## config.mk

```make
export PLATFORM = sky130hd
export DESIGN_NAME = ascon_ctrl_fsm
export DESIGN_NICKNAME = d
export VERILOG_FILES = /design/src/rtl/ascon_pack.sv /design/src/rtl/compteur_bloc.sv /design/src/rtl/ascon_ctrl_fsm.sv
export SDC_FILE = /design/constraint.sdc
export NUM_CORES = 1
export LEC_CHECK = 0
export CAP_MARGIN = 20
export CORE_MARGIN = 2
export CORE_UTILIZATION = 43
export DETAILED_ROUTE_END_ITERATION = 8
export GPL_TIMING_DRIVEN = 1
export PLACE_DENSITY = 0.8
export SYNTH_ARGS = -nofsm -noshare
export SYNTH_HDL_FRONTEND = slang
export SYNTH_SLANG_ARGS = --single-unit
```

## constraint.sdc

```tcl
create_clock -name clock_i -period 2.05 [get_ports clock_i]
set_clock_uncertainty 0.2 [all_clocks]
set_input_delay 0.41 -clock clock_i [delete_from_list [all_inputs] [get_ports clock_i]]
set_output_delay 0.41 -clock clock_i [all_outputs]
set_load 0.1 [all_outputs]
```

## src/rtl/ascon_pack.sv

```systemverilog
// Shared types and constants for the ASCON-AEAD128 control path.
package ascon_pack;

  localparam int unsigned ROUND_W   = 4;
  localparam int unsigned BLK_CNT_W = 4;

  localparam logic [ROUND_W-1:0] ROUND_P12_FIRST = ROUND_W'(0);
  localparam logic [ROUND_W-1:0] ROUND_P8_FIRST  = ROUND_W'(4);
  localparam logic [ROUND_W-1:0] ROUND_LAST      = ROUND_W'(11);

  typedef enum logic [3:0] {
    IDLE,
    CONF_INIT,
    INIT,
    WAIT_AD,
    CONF_AD,
    AD,
    WAIT_PT,
    CONF_PT,
    PT,
    CONF_FIN,
    FIN
  } ctrl_state_t;

  // Control word driven to the round counter and permutation datapath.
  typedef struct packed {
    logic cpt_en;
    logic cpt_init_a;
    logic cpt_init_b;
    logic en_state;
    logic sel_init;
    logic en_xor_data_begin;
    logic en_xor_key_begin;
    logic en_xor_key_end;
    logic en_xor_dsep_end;
    logic en_cipher;
    logic en_tag;
    logic busy;
    logic done;
  } ctrl_out_t;

endpackage

```

## src/rtl/compteur_bloc.sv

```systemverilog
// Block counter: counts completed AD/PT blocks of the current phase.
module compteur_bloc
  import ascon_pack::*;
(
  input  logic                 clk,
  input  logic                 rst_n,
  input  logic                 clear_i,
  input  logic                 en_i,
  output logic [BLK_CNT_W-1:0] cnt_o
);

  logic [BLK_CNT_W-1:0] cnt_d;
  logic [BLK_CNT_W-1:0] cnt_q;

  always_comb begin
    cnt_d = cnt_q;
    if (clear_i) begin
      cnt_d = '0;
    end else if (en_i) begin
      cnt_d = cnt_q + BLK_CNT_W'(1);
    end
  end

  always_ff @(posedge clk or negedge rst_n) begin
    if (!rst_n) begin
      cnt_q <= '0;
    end else begin
      cnt_q <= cnt_d;
    end
  end

  assign cnt_o = cnt_q;

endmodule

```

## src/rtl/ascon_ctrl_fsm.sv

```systemverilog
// Sequencing controller for one ASCON-AEAD128 encryption pass:
// init p^12, NB_AD AD blocks, NB_PT PT blocks, final p^12 with tag.
module ascon_ctrl_fsm
  import ascon_pack::*;
#(
  parameter int unsigned NB_AD = 1,
  parameter int unsigned NB_PT = 4
) (
  input  logic               clock_i,
  input  logic               resetb_i,
  input  logic               start_i,
  input  logic               data_valid_i,
  input  logic [ROUND_W-1:0] round_i,
  output logic               cpt_en_o,
  output logic               cpt_init_a_o,
  output logic               cpt_init_b_o,
  output logic               en_state_o,
  output logic               sel_init_o,
  output logic               en_xor_data_begin_o,
  output logic               en_xor_key_begin_o,
  output logic               en_xor_key_end_o,
  output logic               en_xor_dsep_end_o,
  output logic               en_cipher_o,
  output logic               en_tag_o,
  output logic               busy_o,
  output logic               done_o
);

  // Counter value while the last block of each phase is being handled.
  localparam logic [BLK_CNT_W-1:0] LAST_AD = BLK_CNT_W'(NB_AD - 1);
  localparam logic [BLK_CNT_W-1:0] LAST_PT = BLK_CNT_W'(NB_PT - 1);

  ctrl_state_t          state_d;
  ctrl_state_t          state_q;
  logic                 blk_clr_c;
  logic                 blk_inc_c;
  logic [BLK_CNT_W-1:0] blk_cnt;
  ctrl_out_t            ctrl_c;

  always_ff @(posedge clock_i or negedge resetb_i) begin
    if (!resetb_i) begin
      state_q <= IDLE;
    end else begin
      state_q <= state_d;
    end
  end

  // Next state and block-counter control.
  always_comb begin
    state_d   = state_q;
    blk_clr_c = 1'b0;
    blk_inc_c = 1'b0;
    case (state_q)
      IDLE: begin
        blk_clr_c = 1'b1;
        if (start_i) state_d = CONF_INIT;
      end
      CONF_INIT: state_d = INIT;
      INIT: begin
        if (round_i == ROUND_LAST) state_d = WAIT_AD;
      end
      WAIT_AD: begin
        if (data_valid_i) state_d = CONF_AD;
      end
      CONF_AD: state_d = AD;
      AD: begin
        if (round_i == ROUND_LAST) begin
          if (blk_cnt == LAST_AD) begin
            blk_clr_c = 1'b1;
            state_d   = WAIT_PT;
          end else begin
            blk_inc_c = 1'b1;
            state_d   = WAIT_AD;
          end
        end
      end
      WAIT_PT: begin
        if (data_valid_i) state_d = (blk_cnt == LAST_PT) ? CONF_FIN : CONF_PT;
      end
      CONF_PT: state_d = PT;
      PT: begin
        if (round_i == ROUND_LAST) begin
          blk_inc_c = 1'b1;
          state_d   = WAIT_PT;
        end
      end
      CONF_FIN: state_d = FIN;
      FIN: begin
        if (round_i == ROUND_LAST) state_d = IDLE;
      end
      default: state_d = IDLE;
    endcase
  end

  // Output decode from state and round index; the last PT block is absorbed in FIN.
  always_comb begin
    ctrl_c = '0;
    case (state_q)
      CONF_INIT, CONF_FIN: begin
        ctrl_c.busy       = 1'b1;
        ctrl_c.cpt_en     = 1'b1;
        ctrl_c.cpt_init_a = 1'b1;
      end
      CONF_AD, CONF_PT: begin
        ctrl_c.busy       = 1'b1;
        ctrl_c.cpt_en     = 1'b1;
        ctrl_c.cpt_init_b = 1'b1;
      end
      WAIT_AD, WAIT_PT: ctrl_c.busy = 1'b1;
      INIT: begin
        ctrl_c.busy           = 1'b1;
        ctrl_c.cpt_en         = 1'b1;
        ctrl_c.en_state       = 1'b1;
        ctrl_c.sel_init       = (round_i == ROUND_P12_FIRST);
        ctrl_c.en_xor_key_end = (round_i == ROUND_LAST);
      end
      AD: begin
        ctrl_c.busy              = 1'b1;
        ctrl_c.cpt_en            = 1'b1;
        ctrl_c.en_state          = 1'b1;
        ctrl_c.en_xor_data_begin = (round_i == ROUND_P8_FIRST);
        ctrl_c.en_xor_dsep_end   = (round_i == ROUND_LAST) && (blk_cnt == LAST_AD);
      end
      PT: begin
        ctrl_c.busy              = 1'b1;
        ctrl_c.cpt_en            = 1'b1;
        ctrl_c.en_state          = 1'b1;
        ctrl_c.en_xor_data_begin = (round_i == ROUND_P8_FIRST);
        ctrl_c.en_cipher         = (round_i == ROUND_P8_FIRST);
      end
      FIN: begin
        ctrl_c.busy              = 1'b1;
        ctrl_c.cpt_en            = 1'b1;
        ctrl_c.en_state          = 1'b1;
        ctrl_c.en_xor_data_begin = (round_i == ROUND_P12_FIRST);
        ctrl_c.en_cipher         = (round_i == ROUND_P12_FIRST);
        ctrl_c.en_xor_key_begin  = (round_i == ROUND_P12_FIRST);
        ctrl_c.en_xor_key_end    = (round_i == ROUND_LAST);
        ctrl_c.en_tag            = (round_i == ROUND_LAST);
        ctrl_c.done              = (round_i == ROUND_LAST);
      end
      default: ctrl_c = '0;
    endcase
  end

  compteur_bloc u_blk_cnt (
    .clk     (clock_i),
    .rst_n   (resetb_i),
    .clear_i (blk_clr_c),
    .en_i    (blk_inc_c),
    .cnt_o   (blk_cnt)
  );

  assign cpt_en_o            = ctrl_c.cpt_en;
  assign cpt_init_a_o        = ctrl_c.cpt_init_a;
  assign cpt_init_b_o        = ctrl_c.cpt_init_b;
  assign en_state_o          = ctrl_c.en_state;
  assign sel_init_o          = ctrl_c.sel_init;
  assign en_xor_data_begin_o = ctrl_c.en_xor_data_begin;
  assign en_xor_key_begin_o  = ctrl_c.en_xor_key_begin;
  assign en_xor_key_end_o    = ctrl_c.en_xor_key_end;
  assign en_xor_dsep_end_o   = ctrl_c.en_xor_dsep_end;
  assign en_cipher_o         = ctrl_c.en_cipher;
  assign en_tag_o            = ctrl_c.en_tag;
  assign busy_o              = ctrl_c.busy;
  assign done_o              = ctrl_c.done;

endmodule

```

==> results.txt, run 1 <==
No sink is reached through more buffers than the 2 on the longest clock path. By area, the combinational part of the netlist is dominated by simple AND/OR/NAND/NOR gates. The count of warnings emitted by yosys came out at 0. The post-cts sizing count came out at 41. In this run the tool buffered the top-level ports with 20 buffer cells. The post-cts hold buffer count came out at 0.

Sequential cells were found to cover 24.1% of the synthesized design area. The simple-gate portion of the synthesized area came out at 33.8%. Synthesis produced a netlist with a net count of 111. The number of distinct library cell variants in the gate-level netlist after synthesis is 43. The tree built by TritonCTS fans out to 8 sinks. The final HPWL from detailed placement is 2.19 mm. The run ended at clock tree synthesis (4_1_cts).

Among all cell types in the netlist, the one instantiated most often is a21oi_1. The chip width came out at 48.0 um. CTS built an H-tree with a depth of 1.

After synthesis the netlist holds a flip-flop and latch count of 8. The most area-hungry cell type in the Yosys netlist is dfrtp_1. The primary flip-flop cell chosen by synthesis mapping is dfrtp_1. Post-CTS timing repair inserted 14 buffers for setup. The mux cell area share after synthesis is 3.91%. In this run the biggest area consumer among cell types represents 24.1% of the synthesized area.

The compound-gate portion of the synthesized area is 25.7%. The chip height came out at 48.0 um. The number of standard cells after synthesis is 101. The flow did not finish. The number of placed I/O pins came out at 21. The standard-cell row count came out at 15. By area the synthesized netlist is led by dfrtp_1 24%, a21oi_1 6.0%, nand2b_1 6.0%, nand3_1 3.6%, nor2_1 3.6%. The tool reported: "[ERROR DPL-0033] detailed placement checks failed during check placement".

The clock tree root driver cell is clkbuf_4. The netlist area before placement is 832 sq um. The starting density of the core came out at 47.2%.

Routability-driven placement finished with a final weighted congestion of 0.828. The number of flops mapped to enable cells by yosys is 0. The number of clock buffers inserted by TritonCTS is 3.

The post-synthesis share of cell area spent on xor and xnor gates is 1.05%. In the synthesized netlist the async set-or-reset flop fraction comes to 100%. After synthesis, the most frequently instantiated cells are 10 x a21oi_1, 8 x dfrtp_1, 8 x nand2b_1, 8 x nor2_1, 6 x nand3_1. The average cell area after synthesis is 8.24 sq um.

The area share of fa/ha/maj cells after synthesis came out at 3.01%.
[cell families after synthesis]
logic type,count (synthesis)
muxes,3
buffers and inverters,13
xor gates and xnor gates,1
AOI/OAI and AO/OA,28
adders and majority gates,2
DFF,8
and+or+nand+nor,46
[per-stage QoR]
stage / setup slack, ps / cell area [sq um] / hold WS [ps] / cells / util, %
2_1_floorplan: -853 / 995 / -85.6 / 101 / -
3_5_place_dp: -696 / 1470 / 388 / 163 / 83.0
3_3_place_gp: -623 / 1470 / 361 / 163 / 83.0
==> run 2: changes to the inputs <==
- CORE_AREA: default -> 2 2 63 65
- CORE_MARGIN: 2 -> default
- CORE_UTILIZATION: 43 -> default
- DIE_AREA: default -> 0 0 65 67
- PLACE_DENSITY: 0.8 -> default
- PLACE_DENSITY_LB_ADDON: default -> 0.15
- clock period: 2.05 -> 2.7 ns (I/O delays scaled with it)
==> results.txt, run 2 <==
The wire length after detailed routing came out at 2.46 mm. The total negative setup slack came out at 0 ps. The clock input transition at the sequential cells of the worst setup and hold paths is 50 ps. The final design area excluding fillers is 0.00136 sq mm. The utilization after layout is 37.8%.

STA classifies the critical path startpoint as an input port. The total placed instance area came out at 0.00131 sq mm. After synthesis, the most frequently instantiated cells are 10 x a21oi_1, 8 x dfrtp_1, 8 x nand2b_1, 8 x nor2_1, 6 x nand3_1. Entering global routing, the biggest net connects 17 pins.

The cell with the most instances after synthesis is a21oi_1. Leaving out fill and tap cells, the most frequent cell in the layout is buf_12. The worst register-to-register path has a depth of 4.

The setup slack on the worst flop-to-flop path came out at 570 ps. For the finished layout, the period the worst path requires is 2670 ps. The max-capacitance violation count is 0. The netlist area before placement is 832 sq um. In this run the number of H-tree levels came out at 1.

The register bit count reported by yosys came out at 8. The largest total area in the synthesized netlist belongs to dfrtp_1. STA classifies the critical path endpoint as an output pin. The first-pass GRT wire length is 4.26 mm.

Setup violations remaining at the end of the flow were counted as 0. Port buffering added 20 buffers. Yosys mapped a number of flops with a built-in enable equal to 0. The worst reg2reg path startpoint is state_q[2].

The data arrival time of the worst path is 1930 ps. The share of the synthesized area in the top cell type is 24.1%. The peak ir drop on the vdd network came out at 0.491 mV.

The share of synthesized registers carrying an async set or reset is 100%. The starting density of the core is 23.1%. The standard-cell row count came out at 22. The period utilization came out at 98.9%. In this run the vertical extent of the chip is 67 um.

The final number of max-transition violations is 0. The via density per instance came out at 5.02. The later-pin clock latency in the skew report is 230 ps. The number of placed I/O pins came out at 21. The area added between synthesis and finish is 63.6%. The violation count after the first detailed-route iteration is 18. TritonCTS built the clock tree. The placeable core region is 0.00361 sq mm. The number of setup buffers added after CTS is 0. In the layout the commonest cells are 13 x buf_12, 9 x buf_4, 8 x nand2b_1, 8 x dfrtp_1, 7 x a21oi_1. The clock tree root driver cell is clkbuf_8. The floorplan step defined a die boundary enclosing 0.00436 sq mm. The flow ran to the end, and the final reports show no timing, DRC or antenna violations.

The chip width is 65 um. The worst register-to-register path ends at u_blk_cnt.cnt_o[3]. In this run the mean area of a mapped cell was 8.24 sq um.

The pin slew with the least headroom to its limit is 479 ps. Of the cells placed in the final design, the portion with a size suffix greater than 1 is 36.3%. In this run, CTS created clock tree buffers numbering 3.

The number of antenna violations at the first check in global routing is 0. In the synthesized netlist the dominant register cell turns out to be dfrtp_1. The overall via count from detail_route is 864. The net count reported at finish is 136. Setup repair after global routing left no endpoint under its margin.

The final HPWL from detailed placement is 1.95 mm. Counting along the longest clock path gives a buffer depth of 2. In this run the static leakage power is 0.515 nW. The fmax is 375 MHz.

The count of warnings emitted by yosys came out at 0. After detailed routing, the average wire length per cell comes to 14.3 um. The power density over the cells is 1150 mW/mm^2.

After detailed routing, the number of remaining DRC violations is 0. The total congestion overflow after global routing is 0. The data required time of the worst path is 1960 ps. For this run, the total global-route usage over all layers was measured as 12.6%. The sequential share of the synthesized area came out at 24.1%. The number of sinks driven by the clock tree is 8.

The relative max-transition margin is 68.1%. The total nets after synthesis is 111. The number of standard cells after synthesis is 101. Ranked by total cell area, the synthesized netlist is headed by dfrtp_1 24%, a21oi_1 6.0%, nand2b_1 6.0%, nand3_1 3.6%, nor2_1 3.6%. The length of the first detailed-routing pass in iterations is 3. After synthesis, the netlist uses 43 different library cells. The classification of the worst setup path is input port to output pin.

The number of antenna-violating nets in the routed design is 0. The antenna cell count came out at 0. The final hold violation count came out at 0. The number of global-route vias before repair is 894. The classification of the worst-slack hold path is input port to async pin.

The global placer's final weighted congestion is 0.838. The critical-path maximum fanout came out at 2.
run 2: cell counts after synthesis:
No cell type changed its count.
run 2: worst max-delay path, cell delays in order:
cell	delay (ps)
clkdlybuf4s15_1	220
or3_4	390
or3_4	370
nor3_4	210
buf_12	200
run 2: cell type report:
class	count	area, sq um
fill	374	2240
multi-input combinational	80	647
timing repair buffer	29	398
sequential	8	200
tap	48	60.1
clock buffer	3	41.3
inverter	4	15.0
run 2: through the flow:
step	power [mW]	setup slack, ps	hold slack, ps	cells
after floorplan	1.15	-390	44.4	101
after global placement	1.43	-271	381	169
after detailed placement	1.43	-299	396	169
after CTS	1.58	17.8	406	172
after global routing	1.66	3.12	423	172
final	1.57	30.2	393	172
run 2: cells by family after synthesis:
group / after synthesis / share of synthesized area (%)
AND/OR/NAND/NOR: 46 / 33.8
multiplexers: 3 / 3.91
buffers and inverters: 13 / 8.42
flip-flops: 8 / 24.1
AO/OA/AOI/OAI: 28 / 25.7
XOR/XNOR: 1 / 1.05
adder cells (fa/ha/maj): 2 / 3.01
run 2: worst max-delay path by stage:
| stage | from | end | slack [ps] | depth (start not counted) |
|---|---|---|---|---|
| floorplan | round_i[2] | en_tag_o | -390 | 4 |
| global placement | round_i[0] | sel_init_o | -270 | 5 |
| detailed placement | round_i[0] | sel_init_o | -300 | 5 |
| CTS | round_i[1] | sel_init_o | 20 | 5 |
| global route | round_i[1] | sel_init_o | 3 | 5 |
| finish | round_i[1] | sel_init_o | 30 | 5 |
run 2: what timing repair did:
item,4_1_cts,5_1_grt
gates resized for setup,8,1
endpoints found under the setup margin,2,1
hold buffers,0,0
pin swaps,2,1
run 2: metal layers:
layer	vias up	wire length (um)	GRT usage, %
met4	0	9	3.99
met2	15	1280	23.3
met3	2	95	2.20
met1	423	1080	14.6
met5	-	0	0
li1	424	-	-
run 2: where the power goes:
part           total (mW)  internal, mW  leakage [nW]  switching [mW]
clock               0.145        0.0967        0.0216          0.0479
combinational        1.20         0.449         0.388           0.748
sequential          0.225         0.148         0.106          0.0762
total                1.57         0.695         0.515           0.872
Power figures use the tool's default switching activity.
==> run 3: changes to the inputs <==
- HOLD_SLACK_MARGIN: default -> 0.12
==> results of run 3 <==
The final DEF is identical to that of run 2; final timing and power are the same.
